--- src/rtl/spiflash_cache_pkg.sv ---
// Shared types and address-split helpers for the spimemio line cache.
package spiflash_cache_pkg;

  typedef enum logic [1:0] {
    IDLE   = 2'd0,
    LOOKUP = 2'd1,
    FILL   = 2'd2,
    DONE   = 2'd3
  } state_e;

  function automatic int off_w(input int line_words);
    return $clog2(line_words);
  endfunction

  function automatic int idx_w(input int lines);
    return $clog2(lines);
  endfunction

  function automatic int tag_w(input int addr_w, input int line_words, input int lines);
    return addr_w - $clog2(line_words) - $clog2(lines) - 2;
  endfunction

endpackage

--- src/rtl/spiflash_cache_ram.sv ---
// Simple dual-port line-data store: one write port, one registered read port.
module spiflash_cache_ram
  import spiflash_cache_pkg::*;
#(
  parameter int AW = 7,
  parameter int DW = 32
) (
  input  logic          clk,
  input  logic          we_i,
  input  logic [AW-1:0] waddr_i,
  input  logic [DW-1:0] wdata_i,
  input  logic          re_i,
  input  logic [AW-1:0] raddr_i,
  output logic [DW-1:0] rdata_o
);

  logic [DW-1:0] mem_q [2**AW];
  logic [DW-1:0] rdata_q;

  // write port
  always_ff @(posedge clk) begin
    if (we_i) begin
      mem_q[waddr_i] <= wdata_i;
    end
  end

  // synchronous read port, no reset so it maps onto block RAM
  always_ff @(posedge clk) begin
    if (re_i) begin
      rdata_q <= mem_q[raddr_i];
    end
  end

  assign rdata_o = rdata_q;

endmodule

--- src/rtl/spiflash_cache.sv ---
// Direct-mapped read-only line cache in front of spimemio; misses refill the
// whole line in ascending order and forward the requested word early.
module spiflash_cache
  import spiflash_cache_pkg::*;
#(
  parameter int LINE_WORDS = 8,
  parameter int LINES      = 16,
  parameter int ADDR_W     = 24
) (
  input  logic        wb_clk_i,
  input  logic        wb_rst_i,
  input  logic [31:0] wbs_adr_i,
  input  logic        wbs_cyc_i,
  input  logic        wbs_stb_i,
  input  logic        wbs_we_i,
  output logic [31:0] wbs_dat_o,
  output logic        wbs_ack_o,
  output logic [31:0] wbm_adr_o,
  output logic        wbm_cyc_o,
  output logic        wbm_stb_o,
  input  logic [31:0] wbm_dat_i,
  input  logic        wbm_ack_i,
  input  logic        flush_i,
  output logic        hit_o,
  output logic        miss_o
);

  localparam int OFF_W = off_w(LINE_WORDS);
  localparam int IDX_W = idx_w(LINES);
  localparam int TAG_W = tag_w(ADDR_W, LINE_WORDS, LINES);

  state_e             state_q, state_d;
  logic [ADDR_W-1:0]  adr_q, adr_d;
  logic [OFF_W-1:0]   cnt_q, cnt_d;
  logic [LINES-1:0]   valid_q, valid_d;
  logic [TAG_W-1:0]   tag_q [LINES];
  logic [TAG_W-1:0]   tag_d [LINES];
  logic               poison_q, poison_d;
  logic               wr_ack_q, wr_ack_d;
  logic               fill_ack_q, fill_ack_d;
  logic [31:0]        dat_q, dat_d;

  logic [OFF_W-1:0]   off_s;
  logic [IDX_W-1:0]   idx_s;
  logic [TAG_W-1:0]   tag_s;
  logic               req_s, rd_req_s, wr_req_s, hit_s, last_s, ram_we_s, ram_re_s;
  logic [31:0]        ram_rdata_s;
  logic               unused_s;

  assign off_s = adr_q[OFF_W+1:2];
  assign idx_s = adr_q[OFF_W+IDX_W+1:OFF_W+2];
  assign tag_s = adr_q[ADDR_W-1:OFF_W+IDX_W+2];

  // A pending write ack blocks re-acceptance of the same, still-asserted strobe.
  assign req_s    = wbs_cyc_i & wbs_stb_i & ~wr_ack_q;
  assign rd_req_s = req_s & ~wbs_we_i;
  assign wr_req_s = req_s & wbs_we_i;
  assign hit_s    = valid_q[idx_s] & (tag_q[idx_s] == tag_s);
  assign last_s   = (cnt_q == OFF_W'(LINE_WORDS - 1));
  assign ram_we_s = (state_q == FILL) & wbm_ack_i;
  assign ram_re_s = (state_q == IDLE);
  assign unused_s = ^wbs_adr_i;

  spiflash_cache_ram #(
    .AW (OFF_W + IDX_W),
    .DW (32)
  ) u_ram (
    .clk     (wb_clk_i),
    .we_i    (ram_we_s),
    .waddr_i ({idx_s, cnt_q}),
    .wdata_i (wbm_dat_i),
    .re_i    (ram_re_s),
    .raddr_i (wbs_adr_i[OFF_W+IDX_W+1:2]),
    .rdata_o (ram_rdata_s)
  );

  // state register
  always_ff @(posedge wb_clk_i or negedge wb_rst_i) begin
    if (!wb_rst_i) begin
      state_q <= IDLE;
    end else begin
      state_q <= state_d;
    end
  end

  // next-state logic
  always_comb begin
    state_d = state_q;
    case (state_q)
      IDLE:    state_d = rd_req_s ? LOOKUP : IDLE;
      LOOKUP:  state_d = hit_s ? IDLE : FILL;
      FILL:    state_d = (ram_we_s && last_s) ? DONE : FILL;
      DONE:    state_d = IDLE;
      default: state_d = IDLE;
    endcase
  end

  // datapath next values: capture, line bookkeeping, fill counter, early restart
  always_comb begin
    adr_d      = adr_q;
    cnt_d      = cnt_q;
    valid_d    = valid_q;
    tag_d      = tag_q;
    poison_d   = poison_q;
    dat_d      = dat_q;
    wr_ack_d   = 1'b0;
    fill_ack_d = 1'b0;
    case (state_q)
      IDLE: begin
        wr_ack_d = wr_req_s;
        adr_d    = rd_req_s ? wbs_adr_i[ADDR_W-1:0] : adr_q;
      end
      LOOKUP: begin
        if (!hit_s) begin
          valid_d[idx_s] = 1'b0;
          tag_d[idx_s]   = tag_s;
          cnt_d          = {OFF_W{1'b0}};
          poison_d       = 1'b0;
        end else begin
          cnt_d = cnt_q;
        end
      end
      FILL: begin
        poison_d = poison_q | flush_i;
        if (wbm_ack_i) begin
          cnt_d          = cnt_q + OFF_W'(1);
          fill_ack_d     = (cnt_q == off_s);
          dat_d          = (cnt_q == off_s) ? wbm_dat_i : dat_q;
          // the line only becomes valid on the final word of an unpoisoned fill
          valid_d[idx_s] = last_s & ~(poison_q | flush_i);
        end else begin
          cnt_d = cnt_q;
        end
      end
      default: begin
        cnt_d = cnt_q;
      end
    endcase
    valid_d = valid_d & {LINES{~flush_i}};
  end

  // datapath registers
  always_ff @(posedge wb_clk_i or negedge wb_rst_i) begin
    if (!wb_rst_i) begin
      adr_q      <= {ADDR_W{1'b0}};
      cnt_q      <= {OFF_W{1'b0}};
      valid_q    <= {LINES{1'b0}};
      poison_q   <= 1'b0;
      wr_ack_q   <= 1'b0;
      fill_ack_q <= 1'b0;
      dat_q      <= 32'd0;
      for (int i = 0; i < LINES; i++) begin
        tag_q[i] <= {TAG_W{1'b0}};
      end
    end else begin
      adr_q      <= adr_d;
      cnt_q      <= cnt_d;
      valid_q    <= valid_d;
      poison_q   <= poison_d;
      wr_ack_q   <= wr_ack_d;
      fill_ack_q <= fill_ack_d;
      dat_q      <= dat_d;
      tag_q      <= tag_d;
    end
  end

  // outputs; master strobes derive from the state flop so reset drops them at once
  always_comb begin
    wbs_ack_o = wr_ack_q | fill_ack_q;
    wbs_dat_o = dat_q;
    hit_o     = 1'b0;
    miss_o    = 1'b0;
    wbm_cyc_o = 1'b0;
    wbm_stb_o = 1'b0;
    wbm_adr_o = 32'd0;
    case (state_q)
      LOOKUP: begin
        wbs_ack_o = hit_s;
        wbs_dat_o = ram_rdata_s;
        hit_o     = hit_s;
        miss_o    = ~hit_s;
      end
      FILL: begin
        wbm_cyc_o = 1'b1;
        wbm_stb_o = 1'b1;
        wbm_adr_o = 32'({tag_s, idx_s, cnt_q, 2'b00});
      end
      default: begin
        wbs_dat_o = dat_q;
      end
    endcase
  end

endmodule

--- config.mk ---
export PLATFORM = sky130hd
export DESIGN_NAME = spiflash_cache
export DESIGN_NICKNAME = d
export VERILOG_FILES = /design/src/rtl/spiflash_cache_pkg.sv /design/src/rtl/spiflash_cache_ram.sv /design/src/rtl/spiflash_cache.sv
export SDC_FILE = /design/constraint.sdc
export NUM_CORES = 2
export LEC_CHECK = 0
export CORE_MARGIN = 2
export CORE_UTILIZATION = 57
export DETAILED_ROUTE_END_ITERATION = 12
export HOLD_SLACK_MARGIN = 0.08
export PLACE_DENSITY = 0.71
export SYNTH_ARGS = -nofsm -noshare
export SYNTH_HDL_FRONTEND = slang
export SYNTH_HIERARCHICAL = 1
export SYNTH_SLANG_ARGS = --single-unit
--- constraint.sdc ---
create_clock -name wb_clk_i -period 4.6 [get_ports wb_clk_i]
set_clock_uncertainty 0.05 [all_clocks]
set_input_delay 0.46 -clock wb_clk_i [delete_from_list [all_inputs] [get_ports wb_clk_i]]
set_output_delay 0.46 -clock wb_clk_i [all_outputs]
set_load 0.05 [all_outputs]
Word level (Yosys, flattened, before mapping) --
Memories as Yosys holds them, arrays and structs flattened. A register that Yosys moved wholly into a read port is not among the register bits. Index checks and enable logic that the tools add are counted.
Operators by class: add/subtract/negate cells 1, $lt $le $gt $ge 4, eq/ne operators 8, mux-type cells 34, bitwise logic cells 18, reductions and logical operators 10
Operators by type and width (count):
- 240-bit bitwise mux | 1
- 15-bit binary-select mux with 4-bit select | 1
- 15-bit demux with 4-bit select | 1
- 15-bit two-way mux | 3
- 16-bit AND | 2
- 16-bit two-way mux | 2
- 32-bit two-way mux | 1
- 16-bit case mux with 2 select lines | 1
- 24-bit two-way mux | 1
- 16-bit bitwise mux | 1
- 16-bit NOT | 1
- 15-bit equality test | 1
- 1-bit two-way mux | 14
- 2-bit case mux with 4 select lines | 1
- 1-bit AND | 7
- 3-bit two-way mux | 2
- 3-bit case mux with 2 select lines | 1
- 2-bit AND reduction | 3
- 3-bit AND reduction | 2
- 5-bit greater-or-equal comparator, second input constant | 1
- 4-bit by 5-bit less-than comparator with 1-bit output, second input constant | 1
- 5-bit by 1-bit less-than comparator with 1-bit output, second input constant | 1
- 1-bit NOT | 5
- 4-bit NOT with 5-bit output | 1
- other kinds (15) | 20
Word-level totals: register bits 320, bits in writable memories 4096, input port bits 71, output and inout port bits 69, word-level logic and storage cells 100, memories kept 1
Memory list:
- u_ram.mem_q | words 128, width 32, rd ports 1, clocked after Yosys merged registers in 1, wr ports 1, line spiflash_cache_ram.sv:17 | logic [DW-1:0] mem_q [2**AW];

Logic depth before layout (Yosys ltp) --
depth in word-level cells 9, gate-level depth with buffers 16, mapped depth without buffers 9

Modules after synthesis --
Netlist, hierarchy kept.
Modules (own cells, without submodules):
- spiflash_cache_ram | times used 1, cells each 5990, area each 156596.4 µm², seq. area each 123958.9 µm²
- spiflash_cache | times used 1, cells each 1181, area each 16017.9 µm², seq. area each 7957.6 µm²

Worst setup path before layout --
Ideal clock, no wire load.
path type flip-flop to flip-flop, start point register state_q[0], end point memory u_ram.mem_q[98][0] (enable), setup time 0.461 ns, arrival 4.126 ns, data required time 4.089 ns, path slack -0.037 ns, cell stages (with the launch flop) 8, buffers on the path 1, period minus slack after synthesis 4.637 ns, path through dfrtp_1 inv_1 ha_1 nand2_1 inv_1 clkbuf_1 nand4_1 nor3_1
On the way: cells in the longest elaborated chain, start to end 4
Ends and longest elaborated chain:
- start: declaration | line spiflash_cache.sv:32 | state_e state_q, state_d;
- start signal: assignment | line spiflash_cache.sv:82 | state_q <= state_d;
- 2-bit equality test | line spiflash_cache.sv:60 | assign ram_we_s = (state_q == FILL) & wbm_ack_i;
- 1-bit AND | line spiflash_cache.sv:60
- named net ram_we_s | line spiflash_cache.sv:46 | logic req_s, rd_req_s, wr_req_s, hit_s, last_s, ram_we_s, ram_re_s;
- 1-bit two-way mux | line spiflash_cache_ram.sv:22 | if (we_i) begin
- 1-bit two-way mux (not written as such) | line spiflash_cache_ram.sv:23 | mem_q[waddr_i] <= wdata_i;
- end: declaration | line spiflash_cache_ram.sv:17
The timed path passes the listed nets, and every way through them passes these cells.

Worst setup path after layout --
start point register adr_q[5], end point output port wbs_ack_o
On the way: cells in the longest elaborated chain, start to end 7, elaborated cells on any way between the ends 9, those cells by class eq/ne (1); mux (6); bitwise (2)
Ends and longest elaborated chain:
- start: declaration | line spiflash_cache.sv:33 | logic [ADDR_W-1:0] adr_q, adr_d;
- start signal: assignment | line spiflash_cache.sv:145 | adr_q <= {ADDR_W{1'b0}};
- start signal: assignment | line spiflash_cache.sv:156 | adr_q <= adr_d;
- 4-bit NOT with 5-bit output (not written as such) | line spiflash_cache.sv:58 | assign hit_s = valid_q[idx_s] & (tag_q[idx_s] == tag_s);
- 15-bit binary-select mux with 4-bit select | line spiflash_cache.sv:58
- 15-bit two-way mux (not written as such) (2 in a row) | line spiflash_cache.sv:58
- 15-bit equality test | line spiflash_cache.sv:58
- 1-bit AND * | line spiflash_cache.sv:58
- 1-bit two-way mux * | line spiflash_cache.sv:176 | case (state_q)
- end: declaration | line spiflash_cache.sv:17 | output logic wbs_ack_o,
Mark *: on every way between the ends. The rest lies on a longest branch, timed or not. The select of a mux whose other input is x is not followed.

==> results.md <==
- Worst Path Arrival: ~4 ns
- Sw Share: 22.63%
- Core area: roughly 300000 um2
- Req. time, crit path: between 4 and 5 ns
- Worst Setup Path Type: flip-flop to output port
- Critical-path cell list: buf_8, mux4_2, mux2i_1, xor2_1, o21ai_2, a22oi_2, nand4_4, nor2_8, nor2_1, nor2_2, buf_12
- First-pass GRT wire length: approximately 620 mm
- WL/cell: approximately 36 um
- CP startpoint: adr_q[5]
- Vias: slightly above 80000
- Clock buffer depth: 4
- Num Clock Sinks: around 4400
- Fin nets: slightly below 8000
- Port bufs: approximately 120
- P_int: between 60 and 70 mW
- Worst setup EP type: output port
- DR iter-0 viols: approximately 12000
- Synthesized flop and latch total: between 4000 and 5000
- CTS Root Cell: clkbuf_16
- Share of cells above drive strength 1: a little over a third
- Slowest-stage cell, CP: dfrtp_4
- IO Count: between 100 and 150
- Hold Path Depth: 1
- Setup crit end: wbs_ack_o
- Max Fclk: about 220 MHz
- Layout overhead on the synthesized area: 14.16%
- GP Congestion: 0.8886
- Die H: 554.3 um
- DP HPWL: around 240 mm
- Switching pwr: between 20 and 25 mW
- Total wire length: 437.9 mm
- Starting Density: approximately 57%
- FF-to-FF End: tag_q[32]
- Commonest cells after routing, fill and taps aside: 4128 x edfxtp_1, 1398 x mux4_2, 432 x clkbuf_16, 358 x buf_4, 315 x dfrtp_1
- Vias in the first global route: roughly 83000
- Remaining Overflow, GRT: 0
- R2R cell count: 13
- Pwr Density: approximately 450 nW/um2
- Commonest non-fill, non-tap cell in the layout: edfxtp_1
- Dpl cells: roughly 11000
- Initial antenna violation count: 64
- Final core occ: approximately two thirds
- Die X: ~550 um
- CTS clk-pin slew, worst paths: ~0.06 ns
- Slew HR: between 10% and 20%
- CTS H-tree lvls: 5
- Die footprint: ~300000 um2
- Number of remaining DRC errors: 0
- Dpl cell area: 182000 um2
- Num CTS Buffers: roughly 430
- Status: finished, final reports clean
- Reg power frac: between 50% and 60%
- Num rows: 202
- Clock tree from TritonCTS: yes
- Worst Path Max Fanout: 9
- DRT antenna net count: 0
- Crit share post-route: between 90% and 100%
- Post-Place Setup Slack: 0.5373 ns
- Worst path max stage delay: between 0.5 and 0.6 ns
- All-Layer GR Usage: between 20% and 30%
- Cells after Synth: 7171
- R2r setup slk: 0.60 ns
- CP startpoint kind: flip-flop
- Leak pwr: between 60 and 70 nW
- Yosys warning count: 6
- Final setup fails: 0
- Clock Latency Late Sink: 1.02 ns
- Avg Inst Size Synth: ~24 um2
- Maxcap violations: 0
- Distinct cells, synth: 56
- Ys async rst share: under 10%
- Fin cells: between 10000 and 15000
- Post-layout min period: ~4.5 ns
- Tightest Pin Transition: roughly 1.2 ns
- Max-slew violation count: 0
- Finished Cell Area: roughly 200000 um2
- Combinational Power Share: under 10%
- Synthesized area: roughly 170000 um2
- Largest net degree at the start of global routing: approximately 120
- Worst Hold Class: input port to flip-flop
- Seq/Total Area, Yosys: 76.42%
- Worst r2r src: adr_q[5]
- Final hold vios: 0
- Max VDD drop: ~0.0004 V
- Post-synth top flop: edfxtp_1
- Clock power frac: 40.1%
- TritonRoute pass-1 iters: 7
- EDFF count, synth: just over 4000
- DR vias/cell: between 6 and 7
- Final setup margin: 0.1086 ns
## stage by stage
step / TNS [ns] / total power, mW / hold slack (ns)
floorplan: -2.393 / 50.73 / 0.1144
global placement: 0 / 53.60 / 0.4119
detailed placement: 0 / 53.83 / 0.4207
CTS: 0 / 89.10 / 0.1025
global route: -0.04722 / 91.05 / 0.1276
finish: 0 / 88.80 / 0.1205
## sequential cells by signal, summed over array words and instances, names as in the netlist, named ones only
name and flops:
state_q 1, poison_q 1, dat_q 32, tag_q 240, valid_q 16, wr_ack_q 1, u_ram/rdata_o 32, fill_ack_q 1
adr_q 22, cnt_q 3, u_ram/mem_q 4096
## cell families after synthesis
logic type | share of synthesized area, %
AOI/OAI and AO/OA | 0.4487
and+or+nand+nor | 0.9256
other | 0.002172
DFF | 76.42
adders and majority gates | 0.03624
buffers and inverters | 1.197
xor gates and xnor gates | 0.1116
muxes | 20.86
## cells in the mapped netlist, drive strengths merged (2+ instances only)
library cell / instances / area (um2)
edfxtp: 4128 / 124000
mux4: 1398 / 31490
mux2: 364 / 4144
dfrtp: 318 / 7958
clkbuf: 236 / 885.9
buf: 198 / 1125
nor2: 140 / 541.8
nand2: 52 / 195.2
mux2i: 37 / 370.4
o21ai: 34 / 170.2
nand3: 31 / 155.2
nor3: 26 / 155.1
a21oi: 25 / 125.1
and2: 24 / 150.1
a22oi: 18 / 140.1
nor2b: 16 / 100.1
o211ai: 16 / 120.1
inv: 15 / 56.30
or3: 14 / 87.58
xor2: 13 / 113.9
nand2b: 10 / 62.56
nand4: 9 / 86.33
xnor2: 9 / 78.83
o22ai: 8 / 50.05
ha: 5 / 62.56
a22o: 4 / 35.03
nor4: 4 / 25.02
nand4b: 3 / 26.28
o31a: 2 / 17.52
## routing by layer
metal	GRT usage [%]	part of all wire, %	wire length [um]	vias to the layer above
li1	-	-	-	31952
met1	41.63	37	163600	44593
met2	44.85	49	212500	5207
met3	4.877	11	47130	708
met4	9.637	3.3	14560	12
met5	0	0.020	86	-
## power by group through the flow
stage	Combinational [mW]	Clock (mW)	Sequential, mW
after floorplan	4.54	0	46.2
after global placement	7.19	0	46.4
after detailed placement	7.34	0	46.5
after CTS	7.48	36.0	45.6
after global routing	7.87	37.5	45.7
final	7.54	35.6	45.6
## worst min path at each step
stage,startpoint,end
floorplan,wb_rst_i,async pin
global route,wbs_adr_i[3],adr_q[3]
global placement,tag_q[36],tag_q[36]
finish,wbm_dat_i[10],u_ram/mem_q[8][10]
CTS,wbm_dat_i[10],u_ram/mem_q[8][10]
detailed placement,tag_q[25],tag_q[25]
## repair_timing
action                                 in CTS  in global routing
buffers inserted                            8                 10
cloned                                      1                  1
setup endpoints to repair                   3                  3
hold buffers                               46                  0
endpoints found under the hold margin    1252                  0
gates resized for setup                     5                  7
pin swaps                                   3                  4
## worst max-delay path, delay by kind of cell (launching register included)
family,cells,cell delay [ns]
flops,1,0.57
compound gates,2,0.40
buf+inv,2,0.35
xor+xnor,1,0.39
simple gates,4,0.60
mux,2,0.69
## area by class of cell
cell class                 count  area (um2)
fill                       18546      105000
sequential                  4446      131900
antenna                       54       135.1
clock inverter               235        2794
tap                         3978        4977
clock buffer                 552       11470
multi-input combinational   2286       39700
timing repair buffer         586        6010
inverter                      15       56.30
No activity file was read; power rests on OpenSTA's default activity.
